$ cat config.mk
export PLATFORM = sky130hd
export DESIGN_NAME = spi_master_ctrl
export DESIGN_NICKNAME = d
export VERILOG_FILES = /design/src/rtl/spi_pkg.sv /design/src/rtl/spi_master_shifter.sv /design/src/rtl/spi_master_ctrl.sv
export SDC_FILE = /design/constraint.sdc
export NUM_CORES = 1
export LEC_CHECK = 0
export ABC_AREA = 0
export CAP_MARGIN = 20
export CORE_ASPECT_RATIO = 0.7
export CORE_MARGIN = 1.5
export CORE_UTILIZATION = 50
export DETAILED_ROUTE_END_ITERATION = 10
export PLACE_DENSITY = 0.77
export SYNTH_ARGS = -nofsm -noshare
export SYNTH_HDL_FRONTEND = slang
export SYNTH_SLANG_ARGS = --single-unit
export TNS_END_PERCENT = 50
$ cat constraint.sdc
create_clock -name clk -period 6.7 [get_ports clk]
set_clock_uncertainty 0.2 [all_clocks]
set_input_delay 1.005 -clock clk [delete_from_list [all_inputs] [get_ports clk]]
set_output_delay 1.005 -clock clk [all_outputs]
set_load 0.005 [all_outputs]
$ cat src/rtl/spi_pkg.sv
// Shared SPI master definitions: command encodings, frame widths and FSM state type.
package spi_pkg;

   localparam logic [1:0] CMD_WR_ADDR = 2'b00;
   localparam logic [1:0] CMD_WR_DATA = 2'b01;
   localparam logic [1:0] CMD_RD_ADDR = 2'b10;
   localparam logic [1:0] CMD_RD_DATA = 2'b11;

   localparam int unsigned FRAME_W = 10;
   localparam int unsigned DATA_W  = 8;

   typedef enum logic [2:0] {
      StIdle,
      StSelect,
      StShift,
      StTurn,
      StRecv,
      StGap
   } spi_state_e;

endpackage

$ cat src/rtl/spi_master_shifter.sv
// TX (10-bit, MSB first) and RX (8-bit, MSB first) shift registers for the SPI master.
module spi_master_shifter
   import spi_pkg::*;
(
   input  logic               clk_i,
   input  logic               rst_i,
   input  logic               tx_load_i,
   input  logic [FRAME_W-1:0] tx_data_i,
   input  logic               tx_shift_i,
   input  logic               rx_shift_i,
   input  logic               rx_bit_i,
   output logic               tx_bit_o,
   output logic [DATA_W-1:0]  rx_data_o
);

   logic [FRAME_W-1:0] tx_q, tx_d;
   logic [DATA_W-1:0]  rx_q, rx_d;

   always_comb begin
      tx_d = tx_q;
      rx_d = rx_q;
      if (tx_load_i) begin
         tx_d = tx_data_i;
      end else if (tx_shift_i) begin
         tx_d = {tx_q[FRAME_W-2:0], 1'b0};
      end
      if (rx_shift_i) begin
         rx_d = {rx_q[DATA_W-2:0], rx_bit_i};
      end
   end

   always_ff @(posedge clk_i) begin
      if (rst_i) begin
         tx_q <= '0;
         rx_q <= '0;
      end else begin
         tx_q <= tx_d;
         rx_q <= rx_d;
      end
   end

   assign tx_bit_o  = tx_q[FRAME_W-1];
   assign rx_data_o = rx_q;

endmodule

$ cat src/rtl/spi_master_ctrl.sv
// SPI master command controller: select bit, 10-bit frame, optional turnaround and 8-bit read.
// Optional read-sequence checker enabled by defining SPI_MASTER_SEQ_CHECK_EN.
module spi_master_ctrl
   import spi_pkg::*;
#(
   parameter int unsigned BIT_CYCLES  = 1,
   parameter int unsigned TURN_CYCLES = 1,
   parameter int unsigned GAP_CYCLES  = 3
) (
   input  logic       clk,
   input  logic       rst,
   input  logic       cmd_valid,
   output logic       cmd_ready,
   input  logic [1:0] cmd,
   input  logic [7:0] cmd_data,
   output logic       rsp_valid,
   output logic [7:0] rsp_data,
   output logic       busy,
   output logic       ss_n,
   output logic       mosi,
   input  logic       miso
`ifdef SPI_MASTER_SEQ_CHECK_EN
   ,
   output logic       rd_seq_err
`endif
);

   localparam int unsigned CNT_W = 8;
   localparam logic [3:0]       BIT_LAST   = 4'(BIT_CYCLES - 1);
   localparam logic [CNT_W-1:0] TURN_LAST  = CNT_W'(TURN_CYCLES - 1);
   localparam logic [CNT_W-1:0] GAP_LAST   = CNT_W'(GAP_CYCLES - 1);
   localparam logic [CNT_W-1:0] SHIFT_LAST = CNT_W'(FRAME_W - 1);
   localparam logic [CNT_W-1:0] RECV_LAST  = CNT_W'(DATA_W - 1);

   spi_state_e        state_q, state_d;
   logic [3:0]        cyc_q, cyc_d;
   logic [CNT_W-1:0]  bit_q, bit_d;
   logic [1:0]        cmd_q, cmd_d;
   logic              rsp_valid_q, rsp_valid_d;
   logic [DATA_W-1:0] rsp_data_q, rsp_data_d;

   logic              tx_load, tx_shift, rx_shift, tx_bit, bit_end;
   logic [DATA_W-1:0] rx_data;
   logic              unused_rx_msb;

   assign bit_end       = (cyc_q == BIT_LAST);
   assign unused_rx_msb = rx_data[DATA_W-1];

   always_comb begin
      state_d     = state_q;
      cyc_d       = bit_end ? 4'd0 : cyc_q + 4'd1;
      bit_d       = bit_q;
      cmd_d       = cmd_q;
      rsp_valid_d = 1'b0;
      rsp_data_d  = rsp_data_q;
      tx_load     = 1'b0;
      tx_shift    = 1'b0;
      rx_shift    = 1'b0;
      cmd_ready   = 1'b0;
      busy        = 1'b1;
      ss_n        = 1'b0;
      mosi        = 1'b0;
      unique case (state_q)
         StIdle: begin
            cmd_ready = 1'b1;
            busy      = 1'b0;
            ss_n      = 1'b1;
            cyc_d     = 4'd0;
            bit_d     = '0;
            if (cmd_valid) begin
               cmd_d   = cmd;
               tx_load = 1'b1;
               state_d = StSelect;
            end
         end
         StSelect: begin
            mosi = cmd_q[1];
            if (bit_end) begin
               state_d = StShift;
               bit_d   = SHIFT_LAST;
            end
         end
         StShift: begin
            mosi     = tx_bit;
            tx_shift = bit_end;
            if (bit_end) begin
               if (bit_q != '0) begin
                  bit_d = bit_q - CNT_W'(1);
               end else if (cmd_q != CMD_RD_DATA) begin
                  state_d = StGap;
                  bit_d   = GAP_LAST;
               end else if (TURN_CYCLES != 0) begin
                  state_d = StTurn;
                  bit_d   = TURN_LAST;
               end else begin
                  state_d = StRecv;
                  bit_d   = RECV_LAST;
               end
            end
         end
         StTurn: begin
            if (bit_end) begin
               if (bit_q != '0) begin
                  bit_d = bit_q - CNT_W'(1);
               end else begin
                  state_d = StRecv;
                  bit_d   = RECV_LAST;
               end
            end
         end
         StRecv: begin
            rx_shift = bit_end;
            if (bit_end) begin
               if (bit_q != '0) begin
                  bit_d = bit_q - CNT_W'(1);
               end else begin
                  // Capture includes the bit being sampled on this same edge.
                  state_d     = StGap;
                  bit_d       = GAP_LAST;
                  rsp_valid_d = 1'b1;
                  rsp_data_d  = {rx_data[DATA_W-2:0], miso};
               end
            end
         end
         StGap: begin
            ss_n  = 1'b1;
            cyc_d = 4'd0;
            if (bit_q != '0) begin
               bit_d = bit_q - CNT_W'(1);
            end else begin
               state_d = StIdle;
            end
         end
         default: begin
            state_d = StIdle;
         end
      endcase
   end

   always_ff @(posedge clk) begin
      if (rst) begin
         state_q     <= StIdle;
         cyc_q       <= 4'd0;
         bit_q       <= '0;
         cmd_q       <= 2'b00;
         rsp_valid_q <= 1'b0;
         rsp_data_q  <= '0;
      end else begin
         state_q     <= state_d;
         cyc_q       <= cyc_d;
         bit_q       <= bit_d;
         cmd_q       <= cmd_d;
         rsp_valid_q <= rsp_valid_d;
         rsp_data_q  <= rsp_data_d;
      end
   end

   assign rsp_valid = rsp_valid_q;
   assign rsp_data  = rsp_data_q;

   spi_master_shifter u_shifter (
      .clk_i      (clk),
      .rst_i      (rst),
      .tx_load_i  (tx_load),
      .tx_data_i  ({cmd, cmd_data}),
      .tx_shift_i (tx_shift),
      .rx_shift_i (rx_shift),
      .rx_bit_i   (miso),
      .tx_bit_o   (tx_bit),
      .rx_data_o  (rx_data)
   );

`ifdef SPI_MASTER_SEQ_CHECK_EN
   logic rd_addr_seen_q, rd_addr_seen_d;
   logic rd_seq_err_q, rd_seq_err_d;

   always_comb begin
      rd_addr_seen_d = rd_addr_seen_q;
      rd_seq_err_d   = rd_seq_err_q;
      if (cmd_valid && cmd_ready) begin
         if (cmd == CMD_RD_ADDR) begin
            rd_addr_seen_d = 1'b1;
         end else if (cmd == CMD_RD_DATA) begin
            rd_addr_seen_d = 1'b0;
            if (!rd_addr_seen_q) begin
               rd_seq_err_d = 1'b1;
            end
         end
      end
   end

   always_ff @(posedge clk) begin
      if (rst) begin
         rd_addr_seen_q <= 1'b0;
         rd_seq_err_q   <= 1'b0;
      end else begin
         rd_addr_seen_q <= rd_addr_seen_d;
         rd_seq_err_q   <= rd_seq_err_d;
      end
   end

   assign rd_seq_err = rd_seq_err_q;
`endif

endmodule

==> results summary, run 1 <==
The flow ran to the end, and the final reports show no timing, DRC or antenna violations. The pin count of the biggest net entering global routing is 40. The critical path crosses 3 cells after its start point.

Based on the critical path, the design can be clocked at up to about 320 MHz. The final count of hold timing violations came to 0. The max capacitance violation total came out at 0. The shortest clock period the worst path allows after layout came out at 3.11 ns. The highest fanout seen on the critical path is 31. After floorplanning, the core was divided into 19 placement rows. The net count of the finished layout is 290. The remaining antenna violation count came out at 0.

The actual transition at the worst max-transition pin is roughly 0.63 ns. The die covers ~4700 um2. The number of gates resized after CTS is 0.

Measured against its own limit, the worst slew margin works out to 57.8%. The number of ports placed on the die boundary is 27. The sequential area share after synthesis came out at about two fifths. The share of layout cells above drive strength 1 came out at 7.33%.

The buffers plus inverters on the worst setup path came out at 2. The final-report setup violation count came out at 0. Across every metal layer, demand over resource in global routing totals approximately a fifth. The number of nets produced by synthesis is between 200 and 300. The cell total after placement is 317. Dividing the final minimum period by the clock period gives 46.4%. Dividing the synthesized area by the synthesized cell count gives around 8.4 um2. The post-route DRC violation count is 0. For this design the ratio of total power to cell area is ~400 nW/um2.

The non-filler instance count after layout is ~330. The kind of critical path is flop to primary output. The clock buffer count from CTS is 5.

The width of the die is around 80 um. The violation count after the first detailed-routing iteration is between 100 and 150. Counting distinct cell types in the post-synthesis netlist gives 46. The async set-reset flop share out of synthesis is 0%. The region available for standard cell placement spans 4020 um2.

The static leakage is 1.02 nW. The insertion delay to the later sink of the worst-skew pair is 0.31 ns. The initial core utilization came out at 53.1%. For this run, the number of Yosys warnings is 0. TritonCTS built the clock tree. The maximum buffer depth of the clock tree came out at 2. The summed area of non-filler cells in the final layout is 2520 um2. The H-tree was split into 2 levels.

The depth of the worst register-to-register path came out at 7. The largest single stage delay on the critical path is 0.60 ns. The placement-stage cell area is approximately 2400 um2. The average via count per standard cell came out at 5.69. The number of cells traversed by the worst hold path is 2. The initial antenna violation count came out at 0.

Setup repair after global routing left no endpoint under its margin. STA classifies the critical path endpoint as a primary output. The peak supply drop came out at 0.206 mV.

The post-synthesis register bit count came out at 43. STA puts the critical path data required time at 5.49 ns. The die height is ~58 um. After clock tree synthesis, the setup repair step added 0 buffers.

STA classifies the critical path startpoint as a flop. The tightest hold margin is around 0.26 ns. The root buffer selected by CTS is sky130_fd_sc_hd__clkbuf_8. The area growth from synthesis to layout is 18.2%. The total standard cell area after synthesis came out at 2130 um2. The number of global-route vias before repair was 1587.

The global-route wire length before repair is approximately 7500 um. The number of synthesized flops with an enable pin is 0. Broken down by cell family, the worst path's largest delay share belongs to buffers and inverters.

The number of cells produced by synthesis is about 250. The wire length per cell after detailed routing came out at 14.0 um. The number of diodes added for antenna fixing is 0. The total wire length after detailed routing came out at around 4600 um. The detailed router placed 1849 vias in this run. The global-route congestion overflow total came out at 0. The cell with the largest stage delay on the worst path is sky130_fd_sc_hd__clkdlybuf4s50_1. The signal on the critical path passes through buf_4, nor3_1, clkdlybuf4s50_1. The min-delay analysis places its worst path in the category flop to flop. The aggregate negative setup slack came out at 0 ns.

The post-cts hold buffer count is 0. The clock-pin transition on the worst setup and hold timing paths is roughly 0.09 ns. The main flop type after synthesis is sky130_fd_sc_hd__dfxtp_1.

CTS saw 43 sinks. The post-DP HPWL came out at around 3100 um. STA puts the critical path data arrival time at 1.90 ns.

The count of buffers from port buffering is 26. The routability-driven placement congestion ratio is 0.958. The first detailed-routing pass ran for 4 iterations. The final count of pins violating max slew is 0.
[cells by family after synthesis]
| logic type | synth area share [%] |
|---|---|
| xor gates and xnor gates | 1.64 |
| buffers and inverters | 4.45 |
| DFF | 40.3 |
| and+or+nand+nor | 21.5 |
| AOI/OAI and AO/OA | 21.7 |
| adders and majority gates | 2.34 |
| muxes | 7.97 |
[routing by layer]
layer	vias up	global-route usage (%)	share of wire (%)
met5	-	0	0
met3	4	6.46	5.9
met4	0	8.62	1.4
met2	49	29.6	41
met1	858	31.0	52
li1	938	-	-
[synthesized netlist by cell type (all sizes together), types with 2 or more instances]
library cell   n  area, um2
a21oi         11       58.8
a221o          2       20.0
a22o           4       37.5
a311oi        12        105
a32oi          2       36.3
and2           4       25.0
buf            3       20.0
clkbuf        13       48.8
dfxtp         43        861
ha             4       50.1
inv            6       22.5
mux2i         17        170
nand2         27        101
nand2b         4       25.0
nand3          3       15.0
nor2          45        169
nor2b          2       12.5
nor3           4       20.0
o211ai         2       15.0
o21ai         17       85.1
o22ai          2       12.5
o31ai          2       15.0
or3            3       18.8
or3b           2       17.5
xnor2          2       17.5
xor2           2       17.5
[final cells by class]
| type | instances | area, um2 |
|---|---|---|
| tap | 52 | 65.1 |
| timing repair buffer | 28 | 275 |
| multi-input combinational | 187 | 1180 |
| inverter | 7 | 26.3 |
| sequential | 43 | 861 |
| clock inverter | 3 | 47.5 |
| clock buffer | 5 | 68.8 |
| fill | 361 | 1500 |
[worst paths after layout]
path	start	endpoint	slack, ns
worst min register to register	cmd_q[0]	cmd_q[0]	0.26
worst max-delay path	state_q[0]	cmd_ready	3.59
worst max register to register	cyc_q[0]	u_shifter.tx_q[3]	3.94
worst min-delay path	cmd_q[0]	cmd_q[0]	0.26
[report_power, final]
part           leakage [nW]  internal (mW)  switching (mW)
registers             0.350          0.303          0.0506
clock network        0.0587          0.113          0.0997
logic                 0.607          0.182           0.255
total                  1.02          0.598           0.405
[through the flow]
step	utilization [%]	setup WS [ns]	total power, mW
3_3_place_gp	59.9	3.49	0.778
2_1_floorplan	-	4.20	0.689
5_1_grt	62.8	3.50	1.07
6_report	62.8	3.59	1.00
3_5_place_dp	59.9	3.46	0.789
4_1_cts	62.8	3.60	1.00
[worst register-to-register path, cell delays in order (launching register included)]
cell                       delay (ns)
sky130_fd_sc_hd__dfxtp_1         0.34
sky130_fd_sc_hd__inv_1           0.06
sky130_fd_sc_hd__ha_1            0.16
sky130_fd_sc_hd__nor3b_2         0.50
sky130_fd_sc_hd__nand2_1         0.41
sky130_fd_sc_hd__nor2_1          0.58
sky130_fd_sc_hd__nand2_1         0.13
sky130_fd_sc_hd__a311oi_1        0.29
[cells in the final DEF, fill, tap and decap left out, types with 2 or more instances in the layout]
cell,Yosys,layout
sky130_fd_sc_hd__a21oi_1,10,10
sky130_fd_sc_hd__a22o_1,2,2
sky130_fd_sc_hd__ha_1,4,4
sky130_fd_sc_hd__nand3_1,3,3
sky130_fd_sc_hd__o31ai_1,2,2
sky130_fd_sc_hd__nand2b_1,4,4
sky130_fd_sc_hd__o21ai_0,17,17
sky130_fd_sc_hd__nor2b_1,2,2
sky130_fd_sc_hd__buf_4,0,2
sky130_fd_sc_hd__xnor2_1,2,2
sky130_fd_sc_hd__or3_1,3,3
sky130_fd_sc_hd__o22ai_1,2,2
sky130_fd_sc_hd__clkdlybuf4s50_1,0,26
sky130_fd_sc_hd__inv_1,6,6
sky130_fd_sc_hd__a311oi_1,12,12
sky130_fd_sc_hd__or3b_2,2,2
sky130_fd_sc_hd__mux2i_1,17,17
sky130_fd_sc_hd__a22o_2,2,2
sky130_fd_sc_hd__and2_1,4,4
sky130_fd_sc_hd__a221o_1,2,2
sky130_fd_sc_hd__nor2_1,45,45
sky130_fd_sc_hd__xor2_1,2,2
sky130_fd_sc_hd__nand2_1,27,27
sky130_fd_sc_hd__o211ai_1,2,2
sky130_fd_sc_hd__clkbuf_8,0,5
sky130_fd_sc_hd__nor3_1,4,4
sky130_fd_sc_hd__dfxtp_1,43,43
[registers in the layout, summed over array words and instances, names as in the netlist]
| name | flops |
|---|---|
| bit_q | 8 |
| rsp_data | 8 |
| cmd_q | 2 |
| state_q | 3 |
| rsp_valid | 1 |
| u_shifter.tx_q | 10 |
| cyc_q | 4 |
| u_shifter.rx_data_o | 7 |
No activity file was read; power rests on OpenSTA's default activity.
==> run 2: changes to the inputs <==
--- a/config.mk
+++ b/config.mk
@@ -9,9 +9,9 @@
 export CAP_MARGIN = 20
 export CORE_ASPECT_RATIO = 0.7
 export CORE_MARGIN = 1.5
-export CORE_UTILIZATION = 50
+export CORE_UTILIZATION = 49
 export DETAILED_ROUTE_END_ITERATION = 10
-export PLACE_DENSITY = 0.77
+export PLACE_DENSITY = 0.79
 export SYNTH_ARGS = -nofsm -noshare
 export SYNTH_HDL_FRONTEND = slang
 export SYNTH_SLANG_ARGS = --single-unit
==> constraint.sdc (replaced) <==
create_clock -name clk -period 2.7 [get_ports clk]
set_clock_uncertainty 0.2 [all_clocks]
set_input_delay 0.405 -clock clk [delete_from_list [all_inputs] [get_ports clk]]
set_output_delay 0.405 -clock clk [all_outputs]
set_load 0.005 [all_outputs]
==> results summary, run 2 (same netlist as run 1, synthesis figures left out) <==
The run finished with clean final reports. The cell total after placement is ~330. The post-route DRC violation count is 0. The final critical-path share of the clock period is 94.7%. For the worst flop-to-flop path, the logic depth is 7. Setup violations remaining at the end of the flow were counted as 0.

The worst setup path is launched from a flop. Of all nets on the critical path, the largest fanout is 11. u_shifter.tx_q holds more flip-flops than any other register. The width of the die came out at around 80 um. In this run the critical register-to-register path is launched from bit_q[0].

Summing all placed instances gives a cell area of around 2500 um2. Setup total negative slack on the finished layout was measured at 0 ns. The die covers ~4800 um2. In the routed layout, each cell is associated on average with a via count of approximately 5.7. Summing all multi-input logic gate instances after layout gives about 1200 um2.

Walking the worst path, the cells encountered are buf_4, nor3_1, clkdlybuf4s50_1. Wire segments on met2 add up to between 1500 and 2000 um in the final route. Summing all non-filler instances in the final layout gives an area of around 2600 um2. The non-filler instance count after layout is 335. For this design the top-level I/O count stands at 27. The number of flip-flops under the largest register name is 10. The relative slew slack came out at 62.9%.

Global routing used between 20% and 30% of the available tracks across all layers. The required time of the critical path came out at between 2 and 2.5 ns. The clock tree synthesis step divided the H-tree into 2 levels. For this design, the slowest cell found on the critical path is sky130_fd_sc_hd__clkdlybuf4s50_1.

Measured on the finished design, the core utilization comes to between 60 and 70%. The setup check on the worst reg-to-reg path leaves a slack of roughly 0.29 ns. The routed layout has 1914 vias.

Max-cap violations in this run came to 0. The worst hold path begins at cmd_q[0]. The count of buffers from port buffering is 26.

The number of setup buffers added after CTS came out at 0. Once detail routing completed, the nets flagged for antenna violations numbered 0. Clock-pin slew was measured on the worst setup and hold paths at 0.09 ns. The actual transition at the worst max-transition pin came out at ~0.56 ns.

The detailed router finished its first iteration with 120 violations. Leaving out fill and tap cells, the most frequent cell in the layout is sky130_fd_sc_hd__nor2_1. The number of antenna diodes in the final layout is 0. IR analysis of the VDD net gives a maximum drop of between 0.4 and 0.5 mV. The data arrival at the endpoint of the critical path came out at 1.95 ns.

The TritonCTS clock tree is built. Before CTS, the worst setup slack after placement is 0.318 ns. Total power for the finished layout comes to roughly 2.5 mW. The power per standard cell area came out at approximately 970 nW/um2. The initial core utilization came out at roughly 53%. The number of global-route vias before repair came out at between 1500 and 2000.

The worst hold path passes through 2 cells. Detailed routing placed a total of about 310 um of wire on met3. Setup repair after global routing left no endpoint under its margin. The floorplan step defined a core boundary enclosing between 4000 and 5000 um2. The number of core rows is 19.

Wires add up to about 4600 um. The maximum single-stage delay on the critical path is about 0.6 ns. The final count of hold timing violations is 0. Among cell families on the critical path, the largest total delay comes from buffers and inverters. Based on the critical path, the design can be clocked at up to around 400 MHz. After global routing the overflow that remains totals 0. For this design, the CTS-stage hold fixing added 0 buffers. The area growth from synthesis to layout came out at 20.6%.

The static leakage came out at approximately 1.0 nW. By startpoint and endpoint, the worst setup path is classified as flop to primary output. The top cell types in the final layout, fill and taps aside, are 45 x sky130_fd_sc_hd__nor2_1, 43 x sky130_fd_sc_hd__dfxtp_1, 27 x sky130_fd_sc_hd__nand2_1, 26 x sky130_fd_sc_hd__clkdlybuf4s50_1. At the later pin of the worst-skew pair, clock insertion delay measures around 0.31 ns. The share of layout cells above drive strength 1 is roughly a tenth.

At the end of routability-driven placement, the weighted congestion stood at slightly above 0.9. The endpoint of the worst hold-timing path is cmd_q[0]. The initial antenna violation count came to 0.

The area taken by flip-flops and latches is between 800 and 900 um2. The uppermost metal layer occupied by signal nets is met4. At the end of the flow, the number of nets in the layout was 300. The shortest clock period the worst path allows after layout came out at between 2 and 3 ns. The first global-routing pass estimated around 7600 um of wire. The endpoint class of the critical path is a primary output. After filler insertion, the fill cell instance count of the layout stands at between 300 and 400.

The clock buffer count from CTS is 5. The terminus of the critical flop-to-flop path is bit_q[1]. The pin count of the biggest net entering global routing is 39. In this run the worst hold path is classified as flop to flop. The slack of the critical path is 0.142 ns.

The buffers plus inverters on the worst setup path came out at 2. The TritonCTS sink count is 43. The maximum buffer depth of the clock tree came out at 2. Detailed placement finished with a half-perimeter wire length of around 3200 um. The root buffer selected by CTS is sky130_fd_sc_hd__clkbuf_8. The wire length the detailed router placed on met1 came out at roughly 2300 um. The number of gates resized after CTS came out at 0.

In the final routed layout, each cell accounts on average for between 10 and 15 um. The floorplan step set the die height to 58.2 um. The number of detailed-routing iterations run before antenna repair is 4. The final count of pins violating max slew was 0. The tightest hold margin is approximately 0.26 ns.
run 2: cell type report:
| class | instances | share of cell area [%] |
|---|---|---|
| clock inverter | 3 | 0.924 |
| clock buffer | 5 | 2.67 |
| multi-input combinational | 187 | 45.8 |
| sequential | 43 | 33.4 |
| timing repair buffer | 38 | 13.6 |
| inverter | 7 | 1.02 |
| tap | 52 | 2.53 |
run 2: worst max-delay path by stage:
| stage | end | cells past startpoint | slack (ns) | from |
|---|---|---|---|---|
| 2_1_floorplan | bit_q[7] | 8 | 0.41 | bit_q[0] |
| 3_3_place_gp | bit_q[7] | 7 | 0.36 | bit_q[0] |
| 3_5_place_dp | bit_q[1] | 7 | 0.32 | bit_q[0] |
| 6_report | cmd_ready | 3 | 0.14 | state_q[1] |
| 5_1_grt | cmd_ready | 3 | 0.01 | state_q[1] |
| 4_1_cts | cmd_ready | 3 | 0.12 | state_q[1] |
run 2: layer usage:
metal	GRT usage, %	up-vias
met5	0	-
met4	5.57	0
met3	6.93	7
met2	29.2	52
met1	30.9	889
li1	-	966
run 2: tightest hold or removal path, stage by stage, from the launching register on:
cell and delay, ns:
sky130_fd_sc_hd__dfxtp_1 0.32, sky130_fd_sc_hd__nand2_1 0.05, sky130_fd_sc_hd__a21oi_1 0.05
run 2: report_power, final:
part / total [mW] / leakage [nW] / switching, mW / internal [mW]
logic: 1.19 / 0.655 / 0.642 / 0.543
clock network: 0.429 / 0.0408 / 0.244 / 0.185
registers: 0.878 / 0.350 / 0.127 / 0.751
total: 2.49 / 1.05 / 1.01 / 1.48
==> run 3: changes to the inputs <==
--- a/config.mk
+++ b/config.mk
@@ -6,6 +6,7 @@
 export NUM_CORES = 1
 export LEC_CHECK = 0
 export ABC_AREA = 0
+export ABC_CLOCK_PERIOD_IN_PS = 2700
 export CAP_MARGIN = 20
 export CORE_ASPECT_RATIO = 0.7
 export CORE_MARGIN = 1.5
==> results of run 3 <==
The final DEF is identical to that of run 2; final timing and power are the same.
